===== src/rtl/fifo.sv =====
// ----------------------------------------------------------------------------
// fifo
//
// Synchronous single-clock first-in/first-out buffer. It sits between a
// producer and a consumer and accepts at most one write and one read per
// clock. Popped data is presented on a registered output that holds its
// value between accepted pops. Any depth of two or more words is supported,
// not just powers of two, because pointer wrap is an explicit compare.
//
// Parameters
//   N_BITS   : data word width in bits (>= 1)
//   N_SIZE   : storage depth in words (>= 2)
//
// Ports
//   clk      : in  1       clock, all state changes on the rising edge
//   rst      : in  1       synchronous active-high reset
//   push     : in  1       write request, data_in stored if accepted
//   pop      : in  1       read request, oldest word moved to data_out
//   data_in  : in  N_BITS  write data
//   data_out : out N_BITS  registered read data
//   full     : out 1       FIFO holds N_SIZE words
//   empty    : out 1       FIFO holds no words
// ----------------------------------------------------------------------------
module fifo #(
  parameter int N_BITS = 8,
  parameter int N_SIZE = 4
) (
  input  logic              clk,
  input  logic              rst,
  input  logic              push,
  input  logic              pop,
  input  logic [N_BITS-1:0] data_in,
  output logic [N_BITS-1:0] data_out,
  output logic              full,
  output logic              empty
);

  localparam int PTR_W = $clog2(N_SIZE);
  localparam int CNT_W = $clog2(N_SIZE + 1);

  localparam logic [PTR_W-1:0] PTR_ZERO = '0;
  localparam logic [PTR_W-1:0] PTR_ONE  = PTR_W'(1);
  localparam logic [PTR_W-1:0] PTR_LAST = PTR_W'(N_SIZE - 1);
  localparam logic [CNT_W-1:0] CNT_ZERO = '0;
  localparam logic [CNT_W-1:0] CNT_ONE  = CNT_W'(1);
  localparam logic [CNT_W-1:0] CNT_FULL = CNT_W'(N_SIZE);

  logic [N_BITS-1:0] mem_q [N_SIZE];

  logic [PTR_W-1:0]  wrPtr_q, wrPtr_d;
  logic [PTR_W-1:0]  rdPtr_q, rdPtr_d;
  logic [CNT_W-1:0]  count_q, count_d;
  logic [N_BITS-1:0] dataOut_q, dataOut_d;

  logic pushAccept;
  logic popAccept;
  logic isFull;
  logic isEmpty;

  // Advance a pointer by one slot, wrapping from the last slot back to zero.
  // The compare against N_SIZE-1 keeps odd depths from walking off the end.
  function automatic logic [PTR_W-1:0] nextPtr(input logic [PTR_W-1:0] ptr);
    if (ptr == PTR_LAST) begin
      return PTR_ZERO;
    end
    return ptr + PTR_ONE;
  endfunction

  // Status flags come only from the registered count, so they never depend
  // combinationally on push or pop.
  assign isFull  = (count_q == CNT_FULL);
  assign isEmpty = (count_q == CNT_ZERO);

  // A pop needs at least one stored word. A push needs a free slot, except
  // that when full a same-cycle pop frees the slot the push will use.
  assign popAccept  = pop  && !isEmpty;
  assign pushAccept = push && (!isFull || popAccept);

  // Next-state for pointers, occupancy and the output register. On a
  // push-while-empty only the push is accepted, so data_out keeps its old
  // value and there is no fall-through path from data_in.
  always_comb begin
    wrPtr_d   = wrPtr_q;
    rdPtr_d   = rdPtr_q;
    count_d   = count_q;
    dataOut_d = dataOut_q;

    if (pushAccept) begin
      wrPtr_d = nextPtr(wrPtr_q);
    end

    if (popAccept) begin
      rdPtr_d   = nextPtr(rdPtr_q);
      dataOut_d = mem_q[rdPtr_q];
    end

    unique case ({pushAccept, popAccept})
      2'b10:   count_d = count_q + CNT_ONE;
      2'b01:   count_d = count_q - CNT_ONE;
      default: count_d = count_q;
    endcase
  end

  // Control state register. Reset wins over any push or pop in the same
  // cycle and discards every stored word by clearing count and pointers.
  always_ff @(posedge clk) begin
    if (rst) begin
      wrPtr_q   <= PTR_ZERO;
      rdPtr_q   <= PTR_ZERO;
      count_q   <= CNT_ZERO;
      dataOut_q <= '0;
    end else begin
      wrPtr_q   <= wrPtr_d;
      rdPtr_q   <= rdPtr_d;
      count_q   <= count_d;
      dataOut_q <= dataOut_d;
    end
  end

  // Storage array has no reset: a slot is only read after it has been
  // written, and the count guards against reading stale entries.
  always_ff @(posedge clk) begin
    if (!rst && pushAccept) begin
      mem_q[wrPtr_q] <= data_in;
    end
  end

  assign data_out = dataOut_q;
  assign full     = isFull;
  assign empty    = isEmpty;

endmodule


===== config.mk =====
export PLATFORM = sky130hd
export DESIGN_NAME = fifo
export DESIGN_NICKNAME = d
export VERILOG_FILES = /design/src/rtl/fifo.sv
export SDC_FILE = /design/constraint.sdc
export NUM_CORES = 1
export LEC_CHECK = 0
export CAP_MARGIN = 10
export CORE_UTILIZATION = 35
export DETAILED_ROUTE_END_ITERATION = 7
export GPL_TIMING_DRIVEN = 0
export PLACE_DENSITY = 0.65
export SYNTH_ARGS = -nofsm -noshare
export SYNTH_HDL_FRONTEND = slang
export SYNTH_SLANG_ARGS = --single-unit

===== constraint.sdc =====
create_clock -name clk -period 2.55 [get_ports clk]
set_clock_uncertainty 0.15 [all_clocks]
set_input_delay 0.255 -clock clk [delete_from_list [all_inputs] [get_ports clk]]
set_output_delay 0.255 -clock clk [all_outputs]
set_load 0.05 [all_outputs]

==> results of run 1 <==
==> cells in the mapped netlist <==
cell       number  area (um2)
a2111oi_2       1        15.0
a21oi_1        12        60.1
a221oi_1        1        8.76
and2_1          4        25.0
and3_1          1        6.26
and3b_2         1        10.0
buf_2           3        15.0
buf_4           3        22.5
buf_6           3        33.8
clkbuf_1        2        7.51
dfxtp_1        15         300
edfxtp_1       32         961
fa_1            1        20.0
ha_1            5        62.6
inv_1           5        18.8
inv_4           1        6.26
mux4_2          8         180
nand2_1        20        75.1
nand3_1         2        10.0
nand3b_1        1        7.51
nor2_1          2        7.51
nor3_1          1        5.00
nor3b_1         2        15.0
nor4b_1         1        8.76
nor4b_4         1        23.8
o2111ai_1       2        17.5
o21ai_0         2        10.0
o221ai_1        1        8.76
o31a_1          1        8.76
o31ai_1         1        7.51
o31ai_2         1        12.5
or2_1           1        6.26
or2_2           1        6.26
or2b_1          1        7.51
or3_1           1        6.26
or4_1           1        7.51
xor2_1          2        17.5
==> layout make-up <==
cell class                      instances  area, um2
Fill cell                             508       3120
Timing Repair Buffer                   19        190
Buffer                                 11       78.8
Multi-Input combinational cell         79        657
Tap cell                               72       90.1
Inverter                                6       25.0
Clock buffer                            5       68.8
Clock inverter                          3       47.5
Sequential cell                        47       1260
==> metrics by stage <==
stage               worst slack (ns)  instance area (um2)
CTS                            0.193                 2420
floorplan                      0.432                 2020
global placement               0.249                 2300
detailed placement             0.185                 2300
global route                  0.0716                 2420
finish                         0.207                 2420
==> state kept, by name, indices dropped and copies added (netlist names) <==
| name | count |
|---|---|
| mem_q | 32 |
| data_out | 8 |
| count_q | 3 |
| rdPtr_q | 2 |
| wrPtr_q | 2 |
==> worst max-delay path, delay by kind of cell, from the launching register on <==
| family | cells | cell delay, ns |
|---|---|---|
| flops | 1 | 0.31 |
| buf+inv | 2 | 0.98 |
| simple gates | 2 | 0.36 |
==> cells by family (layout without fill, tap and decap cells) <==
family / count (synthesis) / count (layout)
buffers and inverters: 17 / 44
multiplexers: 8 / 8
adder cells (fa/ha/maj): 6 / 6
AND/OR/NAND/NOR: 41 / 41
flip-flops: 47 / 47
AO/OA/AOI/OAI: 22 / 22
XOR/XNOR: 2 / 2
==> final timing paths <==
| path | from | to |
|---|---|---|
| worst max-delay path | count_q[1] | empty |
| worst min register to register | data_out[2] | data_out[2] |
| worst max register to register | count_q[1] | count_q[2] |
| worst min-delay path | rst | wrPtr_q[1] |
==> per-layer routing <==
| metal | vias up | wire [um] | GRT usage (%) |
|---|---|---|---|
| met2 | 26 | 1760 | 21.2 |
| met4 | 0 | 44 | 5.00 |
| met3 | 6 | 127 | 3.06 |
| li1 | 580 | - | - |
| met1 | 576 | 1550 | 16.1 |
| met5 | - | 0 | 0 |
==> power groups by stage <==
stage	registers [mW]	logic [mW]	clock network, mW
CTS	0.876	0.388	0.567
floorplan	0.940	0.230	0
global placement	0.891	0.374	0
finish	0.876	0.384	0.556
detailed placement	0.894	0.387	0
global route	0.881	0.418	0.599
==> metrics.txt, run 1 <==
Initial DRC Count 83; crit-path cells buf_2, or2_1, nor2_1, clkdlybuf4s50_1; synthesized cell area 0.00202 mm2; Clock transition at path regs 0.09 ns; flop-to-flop setup slack 0.23 ns; post-synthesis sequential area ratio 62.4%; Final Setup Violations 0; Cells after DPL 234; Post-Layout Cell Count 242; wire length per cell 14.4 um; Max H-tree Level 2; Peak VDD IR 0.537 mV; routed wire length 3480 um; antenna-violating nets left 0; Critical-path top delay cell clkdlybuf4s50_1; CP Launch Type register; most common cell after layout, fill and taps aside edfxtp_1; # resized after CTS 0; Critical Path RT 2.14 ns; worst-path fanout max 8; main combinational cell family by area after synthesis simple AND/OR/NAND/NOR gates; final cell utilization of the core 43.7%; gr ovfl total 0; Design Power 1.82 mW; Hold WS 0.199 ns; Clock Latency Late Sink 0.30 ns; die height 78.0 um; CP endpoint kind output pin; HPWL Detailed 2450 um; count of input and output buffers 19; Reg power frac 48.2%; number of global-route vias before repair 1142; initial core utilization 36.5%; clk buf depth 2; CTS tree done; pin count of the biggest net entering global routing 17; CP peak stage delay 0.81 ns; PwrDens 751 mW/mm2; total track usage 12.8%; initial antenna violation count 0; cts bufs inserted 5; post-synthesis xor/xnor area fraction 0.866%; Final Cycle Share 91.9%; Max Cap Viol 0; drt pass-1 iters 4; worst setup path class register to output pin; switching power share of the total 27.7%; most frequent cells in the layout 32 x edfxtp_1, 20 x nand2_1, 19 x clkdlybuf4s50_1, 15 x dfxtp_1, 12 x a21oi_1; Ports 22; ANT cells 0; Mapped Nets 161; first-pass GRT wire length 5800 um; P_leak 0.804 nW; Hold Path Class primary input to register; cts hold-fix bufs 0; Yosys cell types 37; global placer's final weighted congestion 0.752; combinational power share 21.1%; Core Box Area 0.00554 mm2; area grow syn2layout 19.6%; final hold vios 0; cell-internal power 1.31 mW; #FFs+latches synth 47; Compound-Gate Fraction of Synth Area 7.36%; min cycle time layout 2.34 ns; FMAX 427 MHz; power share of the clock group 30.6%; Psw 0.503 mW; Remaining DRCs 0; Syn Area/Cell 14.1 um2; RSZ-0062 raised after global routing false; Die Area 0.00608 mm2; synth warn 0; r2r worst-path depth 8; Worst-Margin Slew 0.497 ns; crit path DAT 1.94 ns; via/cell ratio 4.91; setup TNS 0 ns; Slew headroom 66.7%; ratio of cells with drive above 1 in the final layout 18.2%; Die Span X 78.0 um; Slew Limit Fails 0; number of cells on the worst hold path 2; site row count 27; Root Buffer Master clkbuf_8; synthesized instance count 143; Setup Buffers After CTS 0; multiplexer share of the synthesized area 8.91%; clock sinks 47; Adder-Cell Fraction of Synth Area 4.08%; outcome completed; Synth Area in Simple Gates 11.3%; Final nets 187; via count 1188
No activity file was read; power rests on OpenSTA's default activity.
==> inputs of run 2 (changes only) <==
--- a/config.mk
+++ b/config.mk
@@ -6,6 +6,7 @@
 export NUM_CORES = 1
 export LEC_CHECK = 0
 export CAP_MARGIN = 10
+export CORE_MARGIN = 5
 export CORE_UTILIZATION = 35
 export DETAILED_ROUTE_END_ITERATION = 7
 export GPL_TIMING_DRIVEN = 0
==> run 2 against run 1 <==
Combinational power grew 2%. Critical path type is now register to register. Clock power down 21%. Worst hold slack lost 0.015 ns. Sequential share of layout area up 0.60 points. Critical endpoint is now count_q[2]. First-iteration DRC count is 2.4% higher. Sequential cell count unchanged. Non-clock buffer count is the same. Count of clock-buffer cells in the layout is the same. Highest routed layer unchanged.
==> metrics.txt, run 2 (synthesis results as in run 1) <==
Hold WS 0.184 ns (was 0.199 ns); PwrDens 712 mW/mm2 (was 751 mW/mm2); Reg power frac 51.4% (was 48.2%); HPWL Detailed 2610 um (was 2450 um); worst-path fanout max 10 (was 8); worst path bufs/invs 2 (unchanged); first-pass GRT wire length 6290 um (was 5800 um); via count 1220 (was 1188); Setup Buffers After CTS 0 (unchanged); Psw 0.497 mW (was 0.503 mW); cts bufs inserted 5 (unchanged); pin count of the biggest net entering global routing 16 (was 17); via/cell ratio 5.04 (was 4.91); Clock Latency Late Sink 0.30 ns (about the same); Max Cap Viol 0 (unchanged); Max H-tree Level 2 (unchanged); global placer's final weighted congestion 0.761 (was 0.752); Slew headroom 65.9% (was 66.7%); worst setup path class register to register (was register to output pin); CTS tree done (unchanged); Largest register FFs 32 (unchanged); Die Span X 86.0 um (was 78.0 um); initial antenna violation count 0 (unchanged); setup TNS 0 ns (unchanged); site row count 27 (unchanged); cell-internal power 1.21 mW (was 1.31 mW); Final Setup Violations 0 (unchanged); gr ovfl total 0 (unchanged); Root Buffer Master clkbuf_8 (unchanged); ANT cells 0 (unchanged); Worst-Margin Slew 0.511 ns (was 0.497 ns); Design Power 1.70 mW (was 1.82 mW); antenna-violating nets left 0 (unchanged); Hold Path Class primary input to register (unchanged); ratio of cells with drive above 1 in the final layout 18.2% (unchanged); initial core utilization 36.3% (was 36.5%); Clock transition at path regs 0.09 ns (about the same); # resized after CTS 0 (unchanged); Critical-path top delay cell fa_1 (was clkdlybuf4s50_1); Top reg by flops mem_q (unchanged); number of global-route vias before repair 1283 (was 1142); CP peak stage delay 0.43 ns (was 0.81 ns); drt pass-1 iters 6 (was 4); switching power share of the total 29.2% (was 27.7%); wire length per cell 15.5 um (was 14.4 um); most frequent cells in the layout 32 x edfxtp_1, 20 x nand2_1, 19 x clkdlybuf4s50_1, 15 x dfxtp_1, 12 x a21oi_1 (unchanged); final hold vios 0 (unchanged); die height 86.0 um (was 78.0 um); CP Launch Type register (unchanged); Final Cycle Share 92.6% (was 91.9%); crit-path cells buf_2, o31a_1, buf_2, nand2_1, fa_1, and3b_2, a2111oi_2, nor3b_1 (was buf_2, or2_1, nor2_1, clkdlybuf4s50_1); Area after DPL 0.00230 mm2 (unchanged); crit path DAT 2.39 ns (was 1.94 ns); Critical Path RT 2.58 ns (was 2.14 ns); count of input and output buffers 19 (unchanged); Initial DRC Count 85 (was 83); most common cell after layout, fill and taps aside edfxtp_1 (unchanged); total track usage 11.2% (was 12.8%); outcome completed (unchanged); Die Area 0.00740 mm2 (was 0.00608 mm2); FMAX 424 MHz (was 427 MHz); CP endpoint kind register (was output pin); cts hold-fix bufs 0 (unchanged); P_leak 0.786 nW (was 0.804 nW); Core Box Area 0.00557 mm2 (was 0.00554 mm2); Ports 22 (unchanged); routed wire length 3760 um (was 3480 um); Remaining DRCs 0 (unchanged); clk buf depth 2 (unchanged); Slew Limit Fails 0 (unchanged); largest delay contributor family on the critical path compound AO/OA/AOI/OAI gates (was buffers and inverters); Final nets 187 (unchanged); Peak VDD IR 0.376 mV (was 0.537 mV); clock sinks 47 (unchanged); Final Cell Area 0.00239 mm2 (was 0.00242 mm2); combinational power share 22.9% (was 21.1%); power share of the clock group 25.7% (was 30.6%); area grow syn2layout 18.3% (was 19.6%); cell repeated most along the worst path buf_2; min cycle time layout 2.36 ns (was 2.34 ns); RSZ-0062 raised after global routing false (unchanged)
[run 2: changes by cell type in the layout (fill, tap and decap cells not counted), sizes merged]
cell	before	now
clkinvlp	0	2
inv	7	6
bufinv	1	0
[run 2: power by group through the flow]
stage               Clock (mW)  Sequential, mW  Combinational, mW
detailed placement           0           0.893              0.393
floorplan                    0           0.940              0.230
finish                   0.438           0.875              0.390
global route             0.492           0.880              0.424
global placement             0           0.891              0.376
CTS                      0.449           0.876              0.394
[run 2: final cells by class]
cell class	instances	area (um2)
Buffer	11	78.8
Clock buffer	5	68.8
Clock inverter	3	20.0
Fill cell	528	3180
Inverter	6	25.0
Multi-Input combinational cell	79	657
Sequential cell	47	1260
Tap cell	72	90.1
Timing Repair Buffer	19	190
[run 2: worst paths after layout]
| path | from | endpoint | slack (ns) | cells after the start |
|---|---|---|---|---|
| hold / removal | rst | rdPtr_q[1] | 0.18 | 2 |
| setup reg to reg | count_q[1] | count_q[2] | 0.19 | 8 |
| hold reg to reg | data_out[7] | data_out[7] | 0.31 | 2 |
| setup / recovery | count_q[1] | count_q[2] | 0.19 | 8 |
[run 2: metal layers]
| layer | vias to the layer above | GRT usage, % | part of all wire (%) |
|---|---|---|---|
| li1 | 576 | - | - |
| met1 | 611 | 12.8 | 40 |
| met2 | 29 | 20.2 | 55 |
| met3 | 4 | 3.46 | 4.7 |
| met4 | 0 | 2.59 | 0.82 |
| met5 | - | 0 | 0 |
[run 2: metrics by stage]
step | std cells | setup WS (ns) | utilization (%)
2_1_floorplan | 143 | 0.432 | -
3_3_place_gp | 234 | 0.250 | 41.3
3_5_place_dp | 234 | 0.153 | 41.3
4_1_cts | 242 | 0.162 | 42.9
5_1_grt | 242 | 0.00760 | 42.9
6_report | 242 | 0.189 | 42.9
==> inputs of run 3 (changes only) <==
--- a/config.mk
+++ b/config.mk
@@ -6,8 +6,10 @@
 export NUM_CORES = 1
 export LEC_CHECK = 0
 export CAP_MARGIN = 10
+export CORE_ASPECT_RATIO = 0.9
 export CORE_MARGIN = 5
 export CORE_UTILIZATION = 35
+export CTS_CLUSTER_DIAMETER = 100
 export DETAILED_ROUTE_END_ITERATION = 7
 export GPL_TIMING_DRIVEN = 0
 export PLACE_DENSITY = 0.65
==> run 3 against run 2 <==
Utilization shrank 0.32 points. Non-clock buffer count unchanged. Maximum frequency is 0.65% higher. Sequential cell count unchanged. Routed wire length decreased by 9.7%. Largest cell class unchanged. Highest routed layer unchanged.
==> metrics.txt, run 3 (synthesis results as in run 1) <==
Filler cells 541 (was 528); site row count 26 (was 27); CP Launch Type register (unchanged); drt pass-1 iters 4 (was 6); Die Span X 90.1 um (was 86.0 um); antenna-violating nets left 0 (unchanged); Core Box Area 0.00566 mm2 (was 0.00557 mm2); gr ovfl total 0 (unchanged); global placer's final weighted congestion 0.690 (was 0.761); switching power share of the total 26.9% (was 29.2%); DP Worst Slack 0.203 ns (was 0.153 ns); Critical Path Start count_q[1] (unchanged); Die Area 0.00740 mm2 (about the same); Hold Path Class primary input to register (unchanged); initial antenna violation count 0 (unchanged); cell-internal power 1.31 mW (was 1.21 mW); Root Buffer Master clkbuf_8 (unchanged); Initial DRC Count 54 (was 85); Slew Limit Fails 0 (unchanged); r2r worst-path depth 8 (unchanged); cts hold-fix bufs 0 (unchanged); Remaining DRCs 0 (unchanged); PnR worst setup slack 0.205 ns (was 0.189 ns); worst setup path class register to output pin (was register to register); outcome completed (unchanged); Max Cap Viol 0 (unchanged); FF+latch area 0.00126 mm2 (unchanged); HPWL Detailed 2430 um (was 2610 um); Clock transition at path regs 0.08 ns (was 0.09 ns); initial core utilization 35.7% (was 36.3%); CP endpoint kind output pin (was register); PwrDens 742 mW/mm2 (was 712 mW/mm2); count of input and output buffers 19 (unchanged); ANT cells 0 (unchanged); RR Endpoint count_q[2] (unchanged); power share of the clock group 29.9% (was 25.7%); Worst-Margin Slew 0.512 ns (was 0.511 ns); via count 1167 (was 1220); Final Setup Violations 0 (unchanged); Slew headroom 65.8% (was 65.9%); crit path DAT 1.94 ns (was 2.39 ns); RSZ-0062 raised after global routing false (unchanged); most frequent cells in the layout 32 x edfxtp_1, 20 x nand2_1, 19 x clkdlybuf4s50_1, 15 x dfxtp_1, 12 x a21oi_1 (unchanged); number of global-route vias before repair 1135 (was 1283); clk buf depth 2 (unchanged); P_leak 0.797 nW (was 0.786 nW); Reg power frac 48.8% (was 51.4%); Peak VDD IR 0.384 mV (was 0.376 mV); cts bufs inserted 5 (unchanged); # resized after CTS 0 (unchanged); min cycle time layout 2.35 ns (was 2.36 ns); clock sinks 47 (unchanged); area grow syn2layout 19.2% (was 18.3%); setup TNS 0 ns (unchanged); FMAX 426 MHz (was 424 MHz); combinational power share 21.3% (was 22.9%); Max H-tree Level 2 (unchanged); ratio of cells with drive above 1 in the final layout 17.6% (was 18.2%); Crit Reg-Reg Startpoint count_q[1] (unchanged); routed wire length 3390 um (was 3760 um); pin count of the biggest net entering global routing 16 (unchanged); Critical Path RT 2.14 ns (was 2.58 ns); final hold vios 0 (unchanged); via/cell ratio 4.86 (was 5.04); worst-path fanout max 8 (was 10); Ports 22 (unchanged); Final Cycle Share 92.0% (was 92.6%); Setup Buffers After CTS 0 (unchanged); CTS tree done (unchanged); first-pass GRT wire length 5590 um (was 6290 um); total track usage 9.85% (was 11.2%); Final nets 187 (unchanged); Top reg by flops mem_q (unchanged); flop-to-flop setup slack 0.25 ns (was 0.19 ns); Psw 0.482 mW (was 0.497 mW); Largest register FFs 32 (unchanged); Clock Latency Late Sink 0.29 ns (was 0.30 ns); area of the multi-input gates 657 um2 (unchanged); Worst setup endpoint empty (was count_q[2]); die height 82.1 um (was 86.0 um); wire length per cell 14.1 um (was 15.5 um); most common cell after layout, fill and taps aside edfxtp_1 (unchanged)
[run 3: worst min-delay path by stage]
stage | startpoint | endpoint | slack [ns] | cells after the start
2_1_floorplan | data_in[0] | mem_q[0][0] | 0.20 | 0
3_3_place_gp | data_out[4] | data_out[4] | 0.30 | 2
3_5_place_dp | data_out[1] | data_out[1] | 0.30 | 2
4_1_cts | rst | wrPtr_q[1] | 0.17 | 2
5_1_grt | rst | wrPtr_q[1] | 0.17 | 2
6_report | rst | rdPtr_q[1] | 0.17 | 2
[run 3: area by class of cell]
cell class              count  share of cell area (%)
well taps                  70                    3.63
plain buffers              11                    3.27
multi-input cells          79                    27.3
repair buffers             19                    7.89
inverters                   6                    1.04
clock buffers               6                    3.01
clock inverters             2                    1.56
flip-flops and latches     47                    52.3
[run 3: power groups by stage]
stage	Clock, mW	Sequential, mW	Combinational (mW)
finish	0.535	0.874	0.381
global route	0.589	0.880	0.417
CTS	0.551	0.875	0.387
detailed placement	0	0.892	0.386
global placement	0	0.892	0.381
floorplan	0	0.940	0.230
[run 3: critical path: stages (launching register included)]
cell,delay [ns]
dfxtp_1,0.30
buf_2,0.17
or2_1,0.27
nor2_1,0.09
clkdlybuf4s50_1,0.80
[run 3: layer usage]
metal	track usage, %	routed length [um]	vias to the layer above
li1	-	-	582
met1	12.3	1600	559
met4	3.13	29	0
met5	0	0	-
met3	3.53	125	4
met2	16.2	1640	22
[run 3: stage by stage]
step	cells	cell area, um2	utilization, %	power [mW]	hold WS (ns)
after global placement	232	2300	40.6	1.27	0.297
after detailed placement	232	2300	40.6	1.28	0.297
after floorplan	143	2020	-	1.17	0.204
after global routing	240	2410	42.6	1.89	0.171
after CTS	240	2410	42.6	1.81	0.165
final	240	2410	42.6	1.79	0.166
